===== config.mk =====
export PLATFORM = sky130hd
export DESIGN_NAME = bfs_hop_engine
export DESIGN_NICKNAME = d
export VERILOG_FILES = /design/src/rtl/bfs_hop_engine.sv
export SDC_FILE = /design/constraint.sdc
export NUM_CORES = 1
export LEC_CHECK = 0
export CORE_ASPECT_RATIO = 1.4
export CORE_MARGIN = 4
export CORE_UTILIZATION = 40
export DETAILED_ROUTE_END_ITERATION = 10
export SYNTH_ARGS = -nofsm -noshare
export SYNTH_HDL_FRONTEND = slang
export SYNTH_SLANG_ARGS = --single-unit

===== constraint.sdc =====
create_clock -name clk -period 27.8 [get_ports clk]
set_clock_uncertainty 0.15 [all_clocks]
set_input_delay 5.56 -clock clk [delete_from_list [all_inputs] [get_ports clk]]
set_output_delay 5.56 -clock clk [all_outputs]
set_load 0.005 [all_outputs]

===== src/rtl/bfs_hop_engine.sv =====
// bfs_hop_engine
//   Level-synchronous breadth-first hop-count engine over a retained,
//   undirected station graph. An edge stream loads the adjacency matrix.
//   Queries then return the minimum hop count and a reachability flag.
//   The search advances one BFS level per cycle using frontier/visited
//   bitmasks, so no queue is needed.
//
// Ports
//   clk        sole clock, rising edge
//   rst        asynchronous, active-high reset
//   in_valid   edge-stream beat valid
//   in_src     edge endpoint A
//   in_dst     edge endpoint B
//   q_valid    query request
//   q_src      query source station
//   q_dst      query destination station
//   q_ready    query accepted when q_valid && q_ready (combinational)
//   out_valid  one-cycle result strobe (registered)
//   cost       hop count, 0 unless found (registered)
//   found      destination reachable (registered)
module bfs_hop_engine #(
    parameter int NODES  = 16,
    parameter int NODE_W = 4,
    parameter int COST_W = 5
) (
    input  logic              clk,
    input  logic              rst,
    input  logic              in_valid,
    input  logic [NODE_W-1:0] in_src,
    input  logic [NODE_W-1:0] in_dst,
    input  logic              q_valid,
    input  logic [NODE_W-1:0] q_src,
    input  logic [NODE_W-1:0] q_dst,
    output logic              q_ready,
    output logic              out_valid,
    output logic [COST_W-1:0] cost,
    output logic              found
);

    typedef enum logic [1:0] {
        READY,
        LOAD,
        SEARCH,
        DONE
    } state_t;

    state_t state, next_state;

    logic [NODES-1:0]  adj [NODES];
    logic [NODES-1:0]  frontier;
    logic [NODES-1:0]  visited;
    logic [NODES-1:0]  nxt;
    logic [COST_W-1:0] level;
    logic [NODE_W-1:0] dst_q;
    logic              beat_ok;
    logic              dst_hit;

    // A beat is stored only if both endpoints exist and it is not a self-loop.
    assign beat_ok = (int'(in_src) < NODES) && (int'(in_dst) < NODES) &&
                     (in_src != in_dst);

    // An out-of-range destination can never be matched.
    assign dst_hit = (int'(dst_q) < NODES) && frontier[dst_q];

    // Next frontier: union of the neighbours of every frontier member,
    // minus everything already visited.
    always_comb begin
        // NOTE: every combinational output gets a default first so no path
        // leaves it unassigned, which would infer a latch.
        nxt = '0;
        for (int i = 0; i < NODES; i++) begin
            if (frontier[i]) nxt = nxt | adj[i];
        end
        nxt = nxt & ~visited;
    end

    always_ff @(posedge clk or posedge rst) begin
        // NOTE: state registers use non-blocking assignments so every flop
        // samples pre-edge values regardless of statement order.
        if (rst) state <= READY;
        else     state <= next_state;
    end

    always_comb begin
        next_state = state;
        q_ready    = 1'b0;
        case (state)
            READY: begin
                q_ready = !in_valid;
                if (in_valid)     next_state = LOAD;
                else if (q_valid) next_state = SEARCH;
            end
            LOAD: begin
                if (!in_valid) next_state = READY;
            end
            SEARCH: begin
                if (dst_hit || frontier == '0) next_state = DONE;
            end
            DONE: begin
                next_state = READY;
            end
            default: next_state = READY;
        endcase
    end

    always_ff @(posedge clk or posedge rst) begin
        if (rst) begin
            // NOTE: the adjacency matrix is flop-based and must come up empty,
            // so it is reset like any other state rather than left as RAM.
            for (int r = 0; r < NODES; r++) adj[r] <= '0;
            frontier  <= '0;
            visited   <= '0;
            level     <= '0;
            dst_q     <= '0;
            out_valid <= 1'b0;
            cost      <= '0;
            found     <= 1'b0;
        end else begin
            out_valid <= 1'b0;
            case (state)
                READY: begin
                    if (in_valid) begin
                        // New stream: wipe the old graph; the later writes
                        // below override the clear for the first beat.
                        for (int r = 0; r < NODES; r++) adj[r] <= '0;
                        if (beat_ok) begin
                            adj[in_src][in_dst] <= 1'b1;
                            adj[in_dst][in_src] <= 1'b1;
                        end
                    end else if (q_valid) begin
                        frontier <= '0;
                        visited  <= '0;
                        if (int'(q_src) < NODES) begin
                            frontier[q_src] <= 1'b1;
                            visited[q_src]  <= 1'b1;
                        end
                        level <= '0;
                        dst_q <= q_dst;
                    end
                end
                LOAD: begin
                    if (in_valid && beat_ok) begin
                        adj[in_src][in_dst] <= 1'b1;
                        adj[in_dst][in_src] <= 1'b1;
                    end
                end
                SEARCH: begin
                    if (dst_hit) begin
                        found     <= 1'b1;
                        cost      <= level;
                        out_valid <= 1'b1;
                    end else if (frontier == '0) begin
                        found     <= 1'b0;
                        cost      <= '0;
                        out_valid <= 1'b1;
                    end else begin
                        frontier <= nxt;
                        visited  <= visited | nxt;
                        level    <= level + 1'b1;
                    end
                end
                default: ;
            endcase
        end
    end

endmodule


==> flow_metrics.py, run 1 <==
metrics = {
    "outcome": {
        "status": "finished, final reports clean",
    },
    "power_and_ir_drop": {
        "power.share.sequential_pct": 40.2,
        "power.internal_w": 0.000815,
        "swShare_pct": 36.7,
        "p_comb_share_pct": 28.6,
        "p_sw_w": 0.000472,
        "power_frac_clock_pct": 31.2,
        "ir_worst_vdd_v": 0.0000777,
        "p_leak_nw": 7.78,
        "power_density_mw_per_mm2": 84.4,
    },
    "layout": {
        "final_common_cell": "dfrtp_1",
        "area_growth_pct": 11.1,
        "antennaDiodeCount": 0,
        "design_area_mm2": 0.0152,
        "drive_gt1_share_pct": 7.18,
        "nFillCells": 3201,
        "finalNetCount": 1268,
        "layout_common_cells": "dfrtp_1 (306), nand2_1 (239), a21o_1 (127)",
    },
    "synthesis": {
        "ys_seq_area_share_pct": 55.8,
        "synth_nets": 1304,
        "synthesis.area_mm2": 0.0137,
        "synthCells": 1283,
        "syn_area_per_cell_um2": 10.7,
        "async_reset_ff_share_pct": 100,
        "synth_warnings": 0,
        "synth_edf_count": 0,
        "synth-seq-cells": 306,
        "synth.distinct_cells": 41,
        "synth_ff_type": "dfrtp_1",
    },
    "setup_path": {
        "crit_fanout": 4,
        "arrival_ps": 6780,
        "worstSetupEndpointType": "output port",
        "reg2reg_depth": 6,
        "required_ps": 22090,
        "critical_path_class": "in -> out",
        "cp-start-kind": "input port",
    },
    "clock_network": {
        "clkSinkCount": 306,
        "post_cts_resized": 0,
        "holdBufCountCts": 0,
        "cts_setup_buffers": 0,
        "ctsHtreeMaxLevel": 1,
        "cts_buffers": 30,
        "clk_transition_reported_paths_ps": 70,
        "cts_tree": "done",
        "cts_root_buffer": "clkbuf_16",
        "worstSkewPairLatency_ps": 590,
        "clockBufferDepth": 3,
    },
    "drt": {
        "drt-wirelength-per-cell_um": 28.1,
        "drtAntennaViolNets": 0,
        "wl_um": 48300,
        "drt_iter0_drc": 1304,
        "first_pass_iters": 5,
        "viasPerCell": 6.58,
        "vias": 11305,
        "drc": 0,
    },
    "sta": {
        "tightest_slew_ps": 1230,
        "hold_viol": 0,
        "final-setup-viol-count": 0,
        "max_freq_mhz": 80.1,
        "fin_crit_sh_pct": 44.9,
        "fin_crit_ps": 12490,
        "fin_setup_tns_ps": 0,
        "rsz0062_at_grt": "false",
        "maxSlewHeadroom_pct": 17.8,
        "fin_ws_ps": 15310,
        "final-max-slew-violation-count": 0,
    },
    "place": {
        "port-buffer-count": 27,
        "placed_cell_area_mm2": 0.0143,
        "dp_hpwl_um": 29900,
        "place_ws_ps": 15300,
        "place_congestion": 0.911,
    },
    "global_routing": {
        "antenna_found_initial": 0,
        "first_global_vias": 11230,
        "track_usage_pct": 25.7,
        "use_met1_pct": 32.9,
        "top_usage_layer": "met2",
        "grt_pass1_wl_um": 72300,
        "grt_max_degree": 96,
        "gr-total-overflow": 0,
        "grtUsageMet3_pct": 3.71,
        "grt_util_met2_pct": 41.8,
    },
    "floorplanning": {
        "die_area_mm2": 0.0374,
        "fp.coreArea_mm2": 0.0339,
        "die_h_um": 227,
        "die_w_um": 165,
        "io_pins": 28,
        "start_util_pct": 40.4,
        "rows": 80,
    },
    "worst_hold_path": {
        "hold_path_depth": 1,
        "hold_path_class": "reg -> reg",
    },
    "flow_run": {
        "maxCapViolations": 0,
    },
}
## layout make-up
cell class	count	area, um^2	area share (%)
clock buffer	44	863	5.66
clock inverter	8	76.3	0.501
inverter	2	15.0	0.0985
multi-input combinational	851	5580	36.6
sequential	306	7660	50.2
tap	451	564	3.70
timing repair buffer	56	488	3.20
## cells by family after synthesis
kind of cell / Yosys count / synth area share [%]
buffers and inverters: 126 / 3.71
xor gates and xnor gates: 4 / 0.255
DFF: 306 / 55.8
AOI/OAI and AO/OA: 475 / 27.0
muxes: 13 / 1.45
and+or+nand+nor: 358 / 11.7
adders and majority gates: 1 / 0.0912
## worst max-delay path, stage by stage
cell and delay (ps):
clkdlybuf4s50_1 500, nor3_1 190, clkdlybuf4s50_1 530
## per-layer routing
layer / share of wire, % / up-vias
met3: 8.2 / 175
met2: 47 / 629
met4: 7.1 / 0
met5: 0 / -
li1: - / 4771
met1: 38 / 5730
## cells in the mapped netlist (all sizes together) (11+ instances only)
master / number / area share [%]
a21o: 127 / 6.9
clkbuf: 96 / 2.6
and2: 17 / 0.78
nor2b: 12 / 0.55
buf: 28 / 1.0
a22o: 85 / 5.4
o22ai: 101 / 4.6
and4: 17 / 1.1
o21ai: 11 / 0.40
nand3: 27 / 0.98
o221ai: 52 / 3.3
nand2: 240 / 6.6
a221oi: 64 / 4.1
dfrtp: 306 / 56
nor2: 17 / 0.47
## power groups by stage
stage	combinational [W]	sequential, W	clock, W
2_1_floorplan	0.000223	0.000518	0
3_3_place_gp	0.000358	0.000522	0
3_5_place_dp	0.000363	0.000524	0
4_1_cts	0.000364	0.000517	0.000405
5_1_grt	0.000385	0.000521	0.000422
6_report	0.000368	0.000517	0.000402
## sequential cells by signal, indices dropped and copies added (netlist names)
name,count
dst_q,4
frontier,16
level,5
visited,16
adj,256
found,1
state,2
cost,5
out_valid,1
## stage by stage
step / hold slack (ps) / utilization, % / power [W] / std cells
floorplan: 296 / - / 0.000741 / 1283
global placement: 309 / 42.2 / 0.000881 / 1666
detailed placement: 314 / 42.2 / 0.000887 / 1666
CTS: 327 / 44.9 / 0.00129 / 1718
global route: 342 / 44.9 / 0.00133 / 1718
finish: 322 / 44.9 / 0.00129 / 1718
## worst paths after layout
check                                           from                      end  slack, ps
worst min-delay path            level[4]$_DFFE_PP0P_     level[4]$_DFFE_PP0P_        320
worst max register to register  state[1]$_DFFE_PP0P_     adj[197]$_DFFE_PP0P_      24170
min in group asynchronous                        rst  frontier[1]$_DFFE_PP0P_       5330
worst max-delay path                        in_valid                  q_ready      15310
worst min register to register  level[4]$_DFFE_PP0P_     level[4]$_DFFE_PP0P_        320
max in group asynchronous                        rst     adj[202]$_DFFE_PP0P_      19840
(Power assumes the default switching activity.)
==> run 2, diff against run 1 <==
Clock period 27.8 ns to 12.2 ns, I/O delays scaled along.
==> run 2 against run 1 <==
Effect of this change:
- count of clock-buffer cells in the layout fell by 3
- highest routed layer unchanged
- final cell count barely moved
- combinational power rose by 120%
- largest power group unchanged
- design area rose by 0.36%
- critical endpoint unchanged
- non-clock buffer count fell by 2
- core utilization rose by 0.16 points
- register-to-register slack got worse by 15000 ps
- sequential cell count did not move
==> flow_metrics.py, run 2 (synthesized netlist as in run 1, its figures left out) <==
metrics = {
    "drt": {
        "drc": 0,
        "wl_um": 47600,
        "first_pass_iters": 7,
        "drt_iter0_drc": 1238,
        "vias": 11223,
        "viasPerCell": 6.54,
        "drt-wirelength-per-cell_um": 27.7,
        "drtAntennaViolNets": 0,
    },
    "clock_network": {
        "cts_setup_buffers": 0,
        "ctsHtreeMaxLevel": 1,
        "worstSkewPairLatency_ps": 580,
        "clockBufferDepth": 3,
        "post_cts_resized": 0,
        "clkSinkCount": 306,
        "cts_root_buffer": "clkbuf_16",
        "cts_buffers": 30,
        "clk_transition_reported_paths_ps": 60,
        "holdBufCountCts": 0,
        "cts_tree": "done",
    },
    "power_and_ir_drop": {
        "power_frac_clock_pct": 32.2,
        "p_leak_nw": 7.81,
        "p_sw_w": 0.00108,
        "swShare_pct": 36.3,
        "power.share.sequential_pct": 40.2,
        "ir_worst_vdd_v": 0.000142,
        "power_density_mw_per_mm2": 194,
        "power.internal_w": 0.00189,
        "p_comb_share_pct": 27.6,
    },
    "setup_path": {
        "r2r_start": "state[1]$_DFFE_PP0P_",
        "r2r_setup_slack_ps": 8750,
        "crit_cells": 3,
        "r2r_end": "adj[134]$_DFFE_PP0P_",
        "crit_family": "buffers and inverters",
        "arrival_ps": 3640,
        "cpMostUsedCell": "clkdlybuf4s50_1",
        "cp-start-kind": "input port",
        "reg2reg_depth": 6,
        "cp-startpoint": "in_valid",
        "critPathSlowestCell": "clkdlybuf4s50_1",
        "crit_fanout": 4,
        "path_cells": "clkdlybuf4s50_1, nor3_1, clkdlybuf4s50_1",
        "required_ps": 9610,
        "critical_path_class": "in -> out",
        "worstSetupEndpointType": "output port",
        "cp-endpoint": "q_ready",
        "slowest_delay_ps": 520,
        "crit_buf_inv": 2,
    },
    "sta": {
        "hold_viol": 0,
        "fin_setup_tns_ps": 0,
        "maxSlewHeadroom_pct": 17.6,
        "fin_crit_sh_pct": 51.1,
        "final-setup-viol-count": 0,
        "fin_crit_ps": 6230,
        "rsz0062_at_grt": "false",
        "max_freq_mhz": 161,
        "tightest_slew_ps": 1230,
        "final-max-slew-violation-count": 0,
    },
    "worst_hold_path": {
        "hold_path_class": "reg -> reg",
        "min_from": "adj[202]$_DFFE_PP0P_",
    },
    "floorplanning": {
        "die_w_um": 165,
        "io_pins": 28,
        "rows": 80,
        "die_area_mm2": 0.0374,
        "fp.coreArea_mm2": 0.0339,
        "start_util_pct": 40.4,
        "die_h_um": 227,
    },
    "place": {
        "placed_cell_area_mm2": 0.0143,
        "port-buffer-count": 27,
        "place_congestion": 0.879,
        "dp_hpwl_um": 29300,
    },
    "layout": {
        "finalNetCount": 1266,
        "area_growth_pct": 11.5,
        "final_common_cell": "dfrtp_1",
        "top_regs": "adj (256), frontier (16), visited (16)",
        "design_area_mm2": 0.0153,
        "top_register": "adj",
        "largest_reg_flops": 256,
        "drive_gt1_share_pct": 7.50,
        "antennaDiodeCount": 0,
        "layout_common_cells": "dfrtp_1 (306), nand2_1 (239), a21o_1 (127)",
    },
    "flow_run": {
        "maxCapViolations": 0,
    },
    "global_routing": {
        "antenna_found_initial": 0,
        "track_usage_pct": 25.4,
        "gr-total-overflow": 0,
        "grt_max_degree": 167,
        "first_global_vias": 11381,
        "grt_pass1_wl_um": 71700,
    },
    "outcome": {
        "status": "finished, final reports clean",
    },
}
run 2: cell type report:
cell class / count / area, um^2
clock buffer: 41 / 883
clock inverter: 12 / 114
fill: 3167 / 18600
inverter: 2 / 15.0
multi-input combinational: 851 / 5580
sequential: 306 / 7660
tap: 451 / 564
timing repair buffer: 54 / 485
run 2: metrics by stage:
step	utilization, %	hold slack [ps]	total power [W]	instances	setup WS [ps]
6_report	45.1	329	0.00297	1717	5970
5_1_grt	45.1	341	0.00307	1717	5920
4_1_cts	45.1	330	0.00296	1717	5950
3_5_place_dp	42.2	314	0.00202	1664	5960
3_3_place_gp	42.2	309	0.00201	1664	5990
2_1_floorplan	-	296	0.00169	1283	1150
run 2: routing by layer:
layer	share of wire, %	global-route usage [%]	vias to the layer above	wire [um]
met5	0	0	-	0
met4	5.4	11.9	0	2580
li1	-	-	4760	-
met2	48	42.3	566	22900
met3	7.7	4.58	141	3680
met1	39	32.3	5756	18400
run 2: worst min-delay path by stage:
| stage | end | slack (ps) | cells past startpoint |
|---|---|---|---|
| 2_1_floorplan | level[4]$_DFFE_PP0P_ | 300 | 1 |
| 3_3_place_gp | adj[187]$_DFFE_PP0P_ | 310 | 1 |
| 3_5_place_dp | adj[64]$_DFFE_PP0P_ | 310 | 2 |
| 4_1_cts | adj[64]$_DFFE_PP0P_ | 330 | 2 |
| 5_1_grt | adj[6]$_DFFE_PP0P_ | 340 | 1 |
| 6_report | adj[202]$_DFFE_PP0P_ | 330 | 1 |
run 2: power by group through the flow:
| stage | sequential (W) | clock [W] | combinational, W |
|---|---|---|---|
| 6_report | 0.00119 | 0.000956 | 0.000819 |
| 5_1_grt | 0.00120 | 0.00100 | 0.000856 |
| 2_1_floorplan | 0.00118 | 0 | 0.000509 |
| 4_1_cts | 0.00119 | 0.000966 | 0.000807 |
| 3_5_place_dp | 0.00121 | 0 | 0.000806 |
| 3_3_place_gp | 0.00121 | 0 | 0.000799 |
==> run 3, diff against run 2 <==
Clock period 12.2 ns to 6.06 ns, I/O delays scaled along.
==> run 3 against run 2 <==
Effect of this change:
- global-route usage is 0.24 points higher
- non-clock buffer count up 6
- register-to-register slack got worse by 6000 ps
- critical endpoint is now adj[241]$_DFFE_PP0P_
- clock power grew 110%
- setup slack worse by 3900 ps
- count of clock-buffer cells in the layout rose by 1
- routed wire length grew 1.1%
- design area grew 0.92%
- power is 110% higher
- largest cell class unchanged
==> flow_metrics.py, run 3 (synthesized netlist as in run 1, its figures left out) <==
metrics = {
    "outcome": {
        "status": "finished, final reports clean",
    },
    "layout": {
        "antennaDiodeCount": 0,
        "area_growth_pct": 12.5,
        "multi_input_area_mm2": 0.00558,
        "drive_gt1_share_pct": 8.16,
        "finalNetCount": 1272,
        "top_regs": "adj (256), frontier (16), visited (16)",
        "regArea_mm2": 0.00766,
        "top_register": "adj",
        "largest_reg_flops": 256,
        "fin_cells": 1725,
        "nFillCells": 3130,
        "layout_common_cells": "dfrtp_1 (306), nand2_1 (239), a21o_1 (127)",
        "design_area_mm2": 0.0154,
        "final_common_cell": "dfrtp_1",
    },
    "place": {
        "dp_cells": 1670,
        "place_congestion": 0.884,
        "placed_cell_area_mm2": 0.0144,
        "port-buffer-count": 27,
        "dp_hpwl_um": 29500,
    },
    "clock_network": {
        "clockBufferDepth": 3,
        "cts_tree": "done",
        "ctsHtreeMaxLevel": 1,
        "cts_buffers": 30,
        "cts_root_buffer": "clkbuf_16",
        "holdBufCountCts": 0,
        "clkSinkCount": 306,
        "cts_setup_buffers": 0,
        "clk_transition_reported_paths_ps": 60,
        "post_cts_resized": 0,
        "worstSkewPairLatency_ps": 570,
    },
    "sta": {
        "fin_setup_tns_ps": 0,
        "rsz0062_at_grt": "false",
        "maxSlewHeadroom_pct": 22.9,
        "final-setup-viol-count": 0,
        "max_freq_mhz": 251,
        "final-max-slew-violation-count": 0,
        "fin_crit_ps": 3980,
        "hold_viol": 0,
        "tightest_slew_ps": 1150,
        "fin_crit_sh_pct": 65.7,
    },
    "setup_path": {
        "required_ps": 6430,
        "crit_fanout": 38,
        "r2r_start": "state[1]$_DFFE_PP0P_",
        "critical_path_class": "in -> reg",
        "r2r_end": "adj[241]$_DFFE_PP0P_",
        "cp-start-kind": "input port",
        "r2r_setup_slack_ps": 2790,
        "arrival_ps": 4350,
        "reg2reg_depth": 6,
        "worstSetupEndpointType": "register",
    },
    "drt": {
        "first_pass_iters": 5,
        "wl_um": 48100,
        "viasPerCell": 6.53,
        "drc": 0,
        "drt-wirelength-per-cell_um": 27.9,
        "drt_iter0_drc": 1472,
        "drtAntennaViolNets": 0,
        "vias": 11272,
    },
    "floorplanning": {
        "die_h_um": 227,
        "fp.coreArea_mm2": 0.0339,
        "io_pins": 28,
        "die_w_um": 165,
        "rows": 80,
        "die_area_mm2": 0.0374,
        "start_util_pct": 40.4,
    },
    "worst_hold_path": {
        "min_from": "adj[136]$_DFFE_PP0P_",
        "hold_path_class": "reg -> reg",
        "hold_path_depth": 2,
        "hold_end": "adj[136]$_DFFE_PP0P_",
    },
    "power_and_ir_drop": {
        "p_total_w": 0.00612,
        "ir_worst_vdd_v": 0.000205,
        "p_leak_nw": 7.87,
        "power_density_mw_per_mm2": 396,
    },
    "global_routing": {
        "first_global_vias": 11096,
        "grt_pass1_wl_um": 71700,
        "grt_max_degree": 180,
        "track_usage_pct": 25.7,
        "gr-total-overflow": 0,
        "antenna_found_initial": 1,
    },
    "flow_run": {
        "maxCapViolations": 0,
    },
}
==> run 3: where the power goes <==
group / total [W] / internal, W / switching [W] / leakage [nW]
Combinational: 0.00170 / 0.000471 / 0.00123 / 3.13
Sequential: 0.00237 / 0.00225 / 0.000124 / 4.21
Clock: 0.00204 / 0.00121 / 0.000829 / 0.530
==> run 3: stage by stage <==
step | setup WS [ps] | utilization, % | hold slack, ps
floorplan | 627 | - | 296
global placement | 1610 | 42.3 | 309
detailed placement | 1600 | 42.3 | 314
CTS | 2170 | 45.5 | 330
global route | 1930 | 45.5 | 342
finish | 2080 | 45.5 | 325
==> run 3: final cells by class <==
cell class	instances	share of cell area, %
clock inverter	13	1.14
tap	451	3.65
inverter	2	0.0729
sequential	306	49.6
timing repair buffer	60	3.52
multi-input combinational	851	36.1
clock buffer	42	5.87
==> run 3: routing by layer <==
metal	up-vias	part of all wire (%)	global-route usage, %
li1	4787	-	-
met1	5734	39	34.0
met2	580	45	39.3
met3	169	8.8	5.00
met4	2	6.7	15.2
met5	-	0.027	0
==> run 3: critical path: stages <==
cell and delay, ps:
clkdlybuf4s50_1 700, xnor2_1 190, a41oi_4 400, buf_4 500
nand3_1 720, o22ai_1 490, a21o_1 120
==> run 3: worst max path at each step <==
stage                          from                   end  slack [ps]  cells past startpoint
after floorplan                 rst    adj[0]$_DFFE_PP0P_         630                      1
after global placement     in_valid  adj[241]$_DFFE_PP0P_        1610                      7
after detailed placement  in_dst[3]  adj[241]$_DFFE_PP0P_        1600                      7
after CTS                 in_dst[3]  adj[241]$_DFFE_PP0P_        2170                      7
after global routing      in_dst[3]  adj[224]$_DFFE_PP0P_        1930                      7
final                     in_dst[3]  adj[241]$_DFFE_PP0P_        2080                      7
